--- src/rtl/hazard_stall_controller.sv ---
// Pipeline hazard and stall sequencer: load-use stalls, taken-branch flushes,
// multi-cycle data-memory waits with timeout, and a saturating stall counter.
module hazard_stall_controller #(
  parameter int MEM_TIMEOUT = 16,
  parameter int CNT_W       = 16
) (
  input  logic             clk,
  input  logic             rst_n,
  input  logic [4:0]       IF_ID_Rs,
  input  logic [4:0]       IF_ID_Rt,
  input  logic             IF_ID_UsesRt,
  input  logic [4:0]       ID_EXE_Rt,
  input  logic             ID_EXE_MemRead,
  input  logic             EXE_branch_taken,
  input  logic             EXE_MEM_MemRead,
  input  logic             EXE_MEM_MemWrite,
  input  logic             mem_ready,
  input  logic             stall_clr,
  output logic             PC_write,
  output logic             IF_ID_write,
  output logic             ID_EXE_write,
  output logic             EXE_MEM_write,
  output logic             IF_ID_flush,
  output logic             ID_EXE_bubble,
  output logic             MEM_WB_bubble,
  output logic             mem_error,
  output logic [1:0]       state,
  output logic [CNT_W-1:0] stall_count
);

  localparam logic [1:0] ST_RUN      = 2'b00;
  localparam logic [1:0] ST_MEM_WAIT = 2'b01;
  localparam logic [1:0] ST_ERROR    = 2'b10;

  localparam int WAIT_W = $clog2(MEM_TIMEOUT) + 1;
  localparam logic [WAIT_W-1:0] WAIT_LAST = WAIT_W'(MEM_TIMEOUT - 1);

  logic [1:0]        state_q, state_d;
  logic [WAIT_W-1:0] wait_cnt_q, wait_cnt_d;
  logic [CNT_W-1:0]  stall_count_q, stall_count_d;
  logic              mem_error_q, mem_error_d;

  logic mem_acc, load_use;
  logic pc_w, if_id_w, id_exe_w, exe_mem_w, flush, id_bubble, wb_bubble;

  assign mem_acc  = EXE_MEM_MemRead | EXE_MEM_MemWrite;
  assign load_use = ID_EXE_MemRead && (ID_EXE_Rt != 5'd0) &&
                    ((ID_EXE_Rt == IF_ID_Rs) || (IF_ID_UsesRt && (ID_EXE_Rt == IF_ID_Rt)));

  always_comb begin
    pc_w        = 1'b1;
    if_id_w     = 1'b1;
    id_exe_w    = 1'b1;
    exe_mem_w   = 1'b1;
    flush       = 1'b0;
    id_bubble   = 1'b0;
    wb_bubble   = 1'b0;
    state_d     = state_q;
    wait_cnt_d  = wait_cnt_q;
    mem_error_d = mem_error_q;

    // A pending memory access freezes everything; otherwise branch beats load-use.
    if ((state_q == ST_ERROR) || (state_q == 2'b11) ||
        (state_q == ST_RUN && mem_acc && !mem_ready) ||
        (state_q == ST_MEM_WAIT && !mem_ready)) begin
      pc_w      = 1'b0;
      if_id_w   = 1'b0;
      id_exe_w  = 1'b0;
      exe_mem_w = 1'b0;
      wb_bubble = 1'b1;
    end else if (EXE_branch_taken) begin
      flush     = 1'b1;
      id_bubble = 1'b1;
    end else if (load_use) begin
      pc_w      = 1'b0;
      if_id_w   = 1'b0;
      id_bubble = 1'b1;
    end

    case (state_q)
      ST_RUN: begin
        if (mem_acc && !mem_ready) begin
          state_d    = ST_MEM_WAIT;
          wait_cnt_d = '0;
        end
      end
      ST_MEM_WAIT: begin
        if (mem_ready) begin
          state_d = ST_RUN;
        end else begin
          wait_cnt_d = wait_cnt_q + 1'b1;
          if (wait_cnt_q == WAIT_LAST) begin
            state_d     = ST_ERROR;
            mem_error_d = 1'b1;
          end
        end
      end
      default: begin
        state_d     = ST_ERROR;
        mem_error_d = 1'b1;
      end
    endcase
  end

  always_comb begin
    stall_count_d = stall_count_q;
    if (stall_clr) begin
      stall_count_d = '0;
    end else if ((state_q == ST_RUN || state_q == ST_MEM_WAIT) && !pc_w &&
                 (stall_count_q != {CNT_W{1'b1}})) begin
      stall_count_d = stall_count_q + 1'b1;
    end
  end

  always_ff @(posedge clk or negedge rst_n) begin
    if (!rst_n) begin
      state_q       <= ST_RUN;
      wait_cnt_q    <= '0;
      stall_count_q <= '0;
      mem_error_q   <= 1'b0;
    end else begin
      state_q       <= state_d;
      wait_cnt_q    <= wait_cnt_d;
      stall_count_q <= stall_count_d;
      mem_error_q   <= mem_error_d;
    end
  end

  // Reset must silence the pipeline controls immediately, not on the next edge.
  assign PC_write      = rst_n & pc_w;
  assign IF_ID_write   = rst_n & if_id_w;
  assign ID_EXE_write  = rst_n & id_exe_w;
  assign EXE_MEM_write = rst_n & exe_mem_w;
  assign IF_ID_flush   = rst_n & flush;
  assign ID_EXE_bubble = rst_n & id_bubble;
  assign MEM_WB_bubble = rst_n & wb_bubble;
  assign mem_error     = mem_error_q;
  assign state         = state_q;
  assign stall_count   = stall_count_q;

endmodule

--- config.mk ---
export PLATFORM = sky130hd
export DESIGN_NAME = hazard_stall_controller
export DESIGN_NICKNAME = d
export VERILOG_FILES = /design/src/rtl/hazard_stall_controller.sv
export SDC_FILE = /design/constraint.sdc
export NUM_CORES = 1
export LEC_CHECK = 0
export ABC_AREA = 1
export CAP_MARGIN = 15
export CORE_ASPECT_RATIO = 1.2
export CORE_MARGIN = 4
export CORE_UTILIZATION = 43
export DETAILED_ROUTE_END_ITERATION = 7
export HOLD_SLACK_MARGIN = 0.15
export PLACE_DENSITY_LB_ADDON = 0.15
export SLEW_MARGIN = 0
export SYNTH_ARGS = -nofsm -noshare
export SYNTH_HDL_FRONTEND = slang
export SYNTH_SLANG_ARGS = --single-unit
--- constraint.sdc ---
create_clock -name clk -period 1.5 [get_ports clk]
set_input_delay 0.45 -clock clk [delete_from_list [all_inputs] [get_ports clk]]
set_output_delay 0.45 -clock clk [all_outputs]
set_load 0.03 [all_outputs]
After elaboration in Yosys (flattened, before gate mapping)
Cells that the tools add are included.
{"block": "op_classes", "n_mul": 0, "add_sub_neg": 2, "n_shift": 0, "magnitude_cmp": 0, "bitwise_logic": 7, "n_mux": 22, "eq_ne": 11, "n_reduce_logical": 23, "div": 0}
{"op": "16-bit 2-to-1 mux", "n": 2}
{"op": "16-bit by 1-bit adder with 16-bit output, second input constant", "n": 1}
{"op": "16-bit != test, second input constant", "n": 1}
{"op": "1-bit 2-to-1 mux", "n": 12}
{"op": "5-bit == test", "n": 2}
{"op": "5-bit 2-to-1 mux", "n": 2}
{"op": "5-bit one-hot mux with 2 select lines", "n": 1}
{"op": "1-bit logical AND", "n": 9}
{"op": "2-bit 2-to-1 mux", "n": 3}
{"op": "3-bit AND reduction", "n": 2}
{"op": "5-bit by 1-bit adder with 5-bit output, second input constant", "n": 1}
{"op": "1-bit bitwise AND", "n": 5}
{"op": "5-bit by 4-bit == test with 1-bit output, second input constant", "n": 1}
{"op": "1-bit logical OR", "n": 5}
{"op": "5-bit nonzero test", "n": 1}
{"op": "2-bit == test, second input constant", "n": 2}
{"op": "2-bit by 1-bit != test with 1-bit output, second input constant", "n": 2}
{"op": "2-bit one-hot mux with 2 select lines", "n": 1}
{"op": "2-bit nonzero test", "n": 2}
{"op": "3-bit by 2-bit != test with 1-bit output, second input constant", "n": 1}
{"op": "2-bit by 1-bit == test with 1-bit output, second input constant", "n": 1}
{"op": "1-bit logical NOT", "n": 2}
{"op": "2-bit logical NOT", "n": 1}
{"op": "2-bit != test, second input constant", "n": 1}
{"op": "4 further kinds", "n": 4}
{"block": "word_totals", "input_bits": 24, "out_inout_bits": 26, "ramBits": 0, "latchBits": 0, "elab_cells": 69, "register_bits": 24, "mem_count": 0, "romBits": 0}

Logic depth before layout (Yosys ltp)
{"block": "depth", "depth_word": 12, "mapped_depth": 12, "depth_no_buf": 11}

Worst setup path before layout
OpenSTA, ideal clock, no wires.
{"block": "synth_path", "kind": "reg2out", "from": "register state_q[1] (netlist: state[1])", "to": "output port ID_EXE_bubble", "stages_incl_launch_ff": 9, "path_slack_ns": -1.064, "n_path_buf": 0, "required_ns": 1.050, "arrival_ns": 2.114, "cell_sequence": "dfrtp_1 > inv_2 > nand2_1 > nor2_2 > inv_2 > nand3_2 > nor2_1 > inv_1 > a21oi_1"}
{"block": "synth_via", "elab_chain_len": 7, "word_cells_on_any_way": 12, "cone_classes": "eq/ne (3); mux (1); bitwise (1); reduce/logical (7)"}
{"element": "from (decl)", "line": "38", "text": "logic [1:0] state_q, state_d;"}
{"element": "from (signal assigned)", "line": "122", "text": "state_q <= state_d;"}
{"element": "2-bit logical NOT", "line": "64", "text": "(state_q == ST_RUN && mem_acc && !mem_ready) ||"}
{"element": "1-bit logical AND (2 in a row)", "line": "64"}
{"element": "1-bit logical OR", "line": "63", "text": "if ((state_q == ST_ERROR) || (state_q == 2'b11) ||"}
{"element": "1-bit logical OR *", "line": "64"}
{"element": "1-bit 2-to-1 mux *", "line": "63"}
{"element": "1-bit bitwise AND *", "line": "135", "text": "assign ID_EXE_bubble = rst_n & id_bubble;"}
{"element": "to (decl)", "line": "24", "text": "output logic ID_EXE_bubble,"}
Every way passes the cells marked *; elsewhere a longest branch is shown, timed or not.

Worst setup path in the final report
{"block": "layout_path", "from": "register state_q[1] (netlist: state[1])", "to": "output port MEM_WB_bubble"}
{"block": "layout_via", "elab_chain_len": 7, "word_cells_on_any_way": 12, "cone_classes": "eq/ne (3); mux (1); bitwise (1); reduce/logical (7)"}
{"element": "2-bit logical NOT", "line": "64"}
{"element": "1-bit logical AND (2 in a row)", "line": "64"}
{"element": "1-bit logical OR", "line": "63"}
{"element": "1-bit logical OR *", "line": "64"}
{"element": "1-bit 2-to-1 mux *", "line": "63"}
{"element": "1-bit bitwise AND *", "line": "136", "text": "assign MEM_WB_bubble = rst_n & wb_bubble;"}
{"element": "to (decl)", "line": "25", "text": "output logic MEM_WB_bubble,"}
Marks and branches as above.

==> impl_metrics.csv <==
group,metric,value,unit
sta,relSlewSlack,78.90,%
synthesis,syn_area,1783,um^2
drt,vias,2040,
floorplanning,start_util,44.88,%
grt,grt_pass1_vias,2001,
flow_run,maxCapViolations,0,
sta,fmax,0.5256,GHz
sta,setup_slack,-402.6,ps
floorplanning,die_h,78.54,um
cells_and_area,drive_gt1_share,46.37,%
power_and_ir_drop,cellPowerDensity,584.0,nW/um^2
synthesis,synth-seq-area-share,33.68,%
drt,routed_via_density,4.951,
clocking,cts_made_buffers,3,
clocking,clock_latency,260,ps
drt,drc_errors,0,
clocking,cts.clk_slew.worst_paths,90,ps
sta,rsz0062_at_grt,"yes",
clocking,cts_sinks,24,
sta,period_share,126.8,%
sta,fin_crit,1903,ps
drt,wl_per_cell,12.87,um
synthesis,syn_avg_cell_area,6.911,um^2
run_status,status,"finished, violations left",
clocking,htree_levels,1,
floorplanning,die_w,66.78,um
clocking,tritoncts,"done",
floorplanning,pin_count,50,
grt,grt_usage,20.28,%
placed_design,port_buffers,49,
sta,fin_skew,9.097,ps
grt,grt_max_degree,25,
floorplanning,rows,25,
synthesis,ys.warnings.count,0,
drt,drtIter0Drc,111,
placed_design,dp_hpwl,3678,um
cells_and_area,seq_area,605.6,um^2
worst_setup_path,startpoint_type,"flip-flop",
synthesis,ys_types,32,
floorplanning,core,3973,um^2
synthesis,syn_nets,285,
clocking,clockBufferDepth,2,
sta,finalHoldViolations,0,
clocking,cts_hold_buf,0,
power_and_ir_drop,p_total,0.001713,W
cells_and_area,multi_input_area,1189,um^2
worst_setup_path,cp_data_arrival_time,1450,ps
power_and_ir_drop,ir_drop,0.4282,mV
grt,grt_pass1_wl,8507,um
worst_setup_path,cp-end-kind,"output pin",
worst_setup_path,cp_slowest_cell,"dfrtp_2",
sta,setup_viol,24,
sta,finalMaxSlewViolations,0,
cells_and_area,syn_to_final_growth,64.56,%
min_path,hold_path.class,"primary input to asynchronous set/reset pin",
grt,overflow,0,
synthesis,synth-seq-cells,24,
floorplanning,die_area,5245,um^2
synthesis,synth_cells,258,
drt,firstDrtPassIters,4,
cells_and_area,nNetsFinal,386,
worst_setup_path,crit_required,1050,ps
cells_and_area,fillCellCount,317,
grt,grt_antenna_before_repair,0,
cells_and_area,antenna-diode-count,0,
worst_setup_path,worstSetupPathType,"flip-flop to output pin",
sta,worstMarginPinSlew,316.6,ps
drt,drt-total-wl,5302,um
worst_setup_path,cp_num_buf_inv,5,
power_and_ir_drop,total_leakage_power,1.528,nW
cells_and_area,post-route-util,73.86,%
run_status,violations,"negative setup slack",
worst_setup_path,worstPathCellList,"inv_2, nand2_2, nor2_2, inv_2, nand3_4, buf_6, inv_6, nor2_4, buf_6",
drt,ant_nets,0,
placed_design,gp_congestion,0.8424,
worst_setup_path,critPathTopFamily,"buffers and inverters",
worst_setup_path,max_stage_delay,410,ps
worst_setup_path,crit_fanout,2,
clocking,root_buffer,"clkbuf_8",
==> cells in the mapped netlist <==
| library cell | number | share of area (%) |
|---|---|---|
| a21oi_1 | 4 | 1.1 |
| a21oi_4 | 1 | 0.91 |
| a22o_1 | 1 | 0.49 |
| buf_2 | 3 | 0.84 |
| buf_4 | 2 | 0.84 |
| buf_8 | 1 | 0.84 |
| clkbuf_1 | 2 | 0.42 |
| dfrtp_1 | 24 | 34 |
| ha_1 | 3 | 2.1 |
| inv_1 | 40 | 8.4 |
| inv_2 | 8 | 1.7 |
| mux2i_1 | 1 | 0.56 |
| nand2_1 | 69 | 15 |
| nand2_2 | 1 | 0.35 |
| nand2_4 | 1 | 0.63 |
| nand2_8 | 1 | 1.1 |
| nand3_1 | 25 | 7.0 |
| nand3_2 | 4 | 2.2 |
| nand4_1 | 16 | 5.6 |
| nor2_1 | 21 | 4.4 |
| nor2_2 | 2 | 0.70 |
| nor2_4 | 1 | 0.63 |
| nor3_1 | 3 | 0.84 |
| nor3_2 | 2 | 1.1 |
| o21ai_0 | 5 | 1.4 |
| o21ai_1 | 1 | 0.28 |
| o21bai_1 | 1 | 0.42 |
| o22ai_1 | 3 | 1.1 |
| o31ai_1 | 1 | 0.42 |
| or2_2 | 1 | 0.35 |
| xnor2_1 | 1 | 0.49 |
| xor2_1 | 9 | 4.4 |
==> placed cells by master (no fill, tap or decap), drive strengths merged, types with 2 or more instances in the layout <==
cell type	n
inv	48
o22ai	3
dlygate4sd2	4
nor2	24
nand4	16
clkdlybuf4s15	4
clkbuf	7
nand3	29
nand2	73
ha	3
xor2	9
nor3	5
o21ai	6
buf	89
clkdlybuf4s50	2
dfrtp	24
a21oi	5
==> sequential cells by signal (all words and copies together) (netlist names) <==
register and flops:
wait_cnt_q 5, state 2, mem_error 1, stall_count 16
==> power breakdown <==
part | leakage (nW) | internal (W) | total (W) | switching [W]
clock network | 0.0228 | 0.000190 | 0.000392 | 0.000202
logic | 1.18 | 0.000298 | 0.000623 | 0.000324
registers | 0.324 | 0.000675 | 0.000699 | 0.0000239
==> stage by stage <==
| step | instance area [um^2] | setup WS, ps | hold WS [ps] | std cells | TNS, ps |
|---|---|---|---|---|---|
| after floorplan | 1922 | -471.2 | 154.4 | 258 | -4314 |
| after global placement | 2645 | -720.4 | 455.6 | 390 | -16440 |
| after detailed placement | 2645 | -746.6 | 468.2 | 390 | -17280 |
| after CTS | 2879 | -389.6 | 340.5 | 409 | -3637 |
| after global routing | 2934 | -474.0 | 367.1 | 412 | -5684 |
| final | 2934 | -402.6 | 332.7 | 412 | -3911 |
==> final timing paths <==
kind                                        from                          end  slack, ps  cells after the start
max                         state[1]$_DFFE_PN0P_                MEM_WB_bubble       -400                      9
min                                        rst_n  stall_count[15]$_DFFE_PN0P_        330                      2
min reg2reg                mem_error$_DFFE_PN0P_        mem_error$_DFFE_PN0P_        480                      1
max in group asynchronous                  rst_n         state[1]$_DFFE_PN0P_        900                      2
max reg2reg                 state[1]$_DFFE_PN0P_    wait_cnt_q[3]$_DFFE_PN0P_       -370                     12
min in group clk           mem_error$_DFFE_PN0P_        mem_error$_DFFE_PN0P_        480                      1
==> layout make-up <==
class,count,area share (%)
inverter,48,6.311
multi-input combinational,179,40.51
sequential,24,20.64
clock buffer,4,1.535
timing repair buffer,103,28.70
tap,54,2.303
==> logic make-up (layout without fill, tap and decap cells) <==
group,after synthesis,after routing,synth area share [%]
xor gates and xnor gates,10,10,4.913
buffers and inverters,56,155,13.05
muxes,1,1,0.5614
adders and majority gates,3,3,2.105
DFF,24,24,33.68
AOI/OAI and AO/OA,17,17,6.106
and+or+nand+nor,147,148,39.58
==> timing repair <==
action                     in CTS  in global routing
resized for setup              81                 29
setup endpoints to repair      28                 29
gates cloned                    1                  0
buffers inserted               19                  3
pin swaps                      40                 10
==> routing by layer <==
layer	part of all wire (%)	GRT usage [%]	up-vias
met5	0	0	-
met4	0.72	5.081	0
met3	5.1	2.289	4
met2	54	37.20	52
met1	41	24.55	965
li1	-	-	1019
Note: power is estimated with default switching activity, not from simulation.
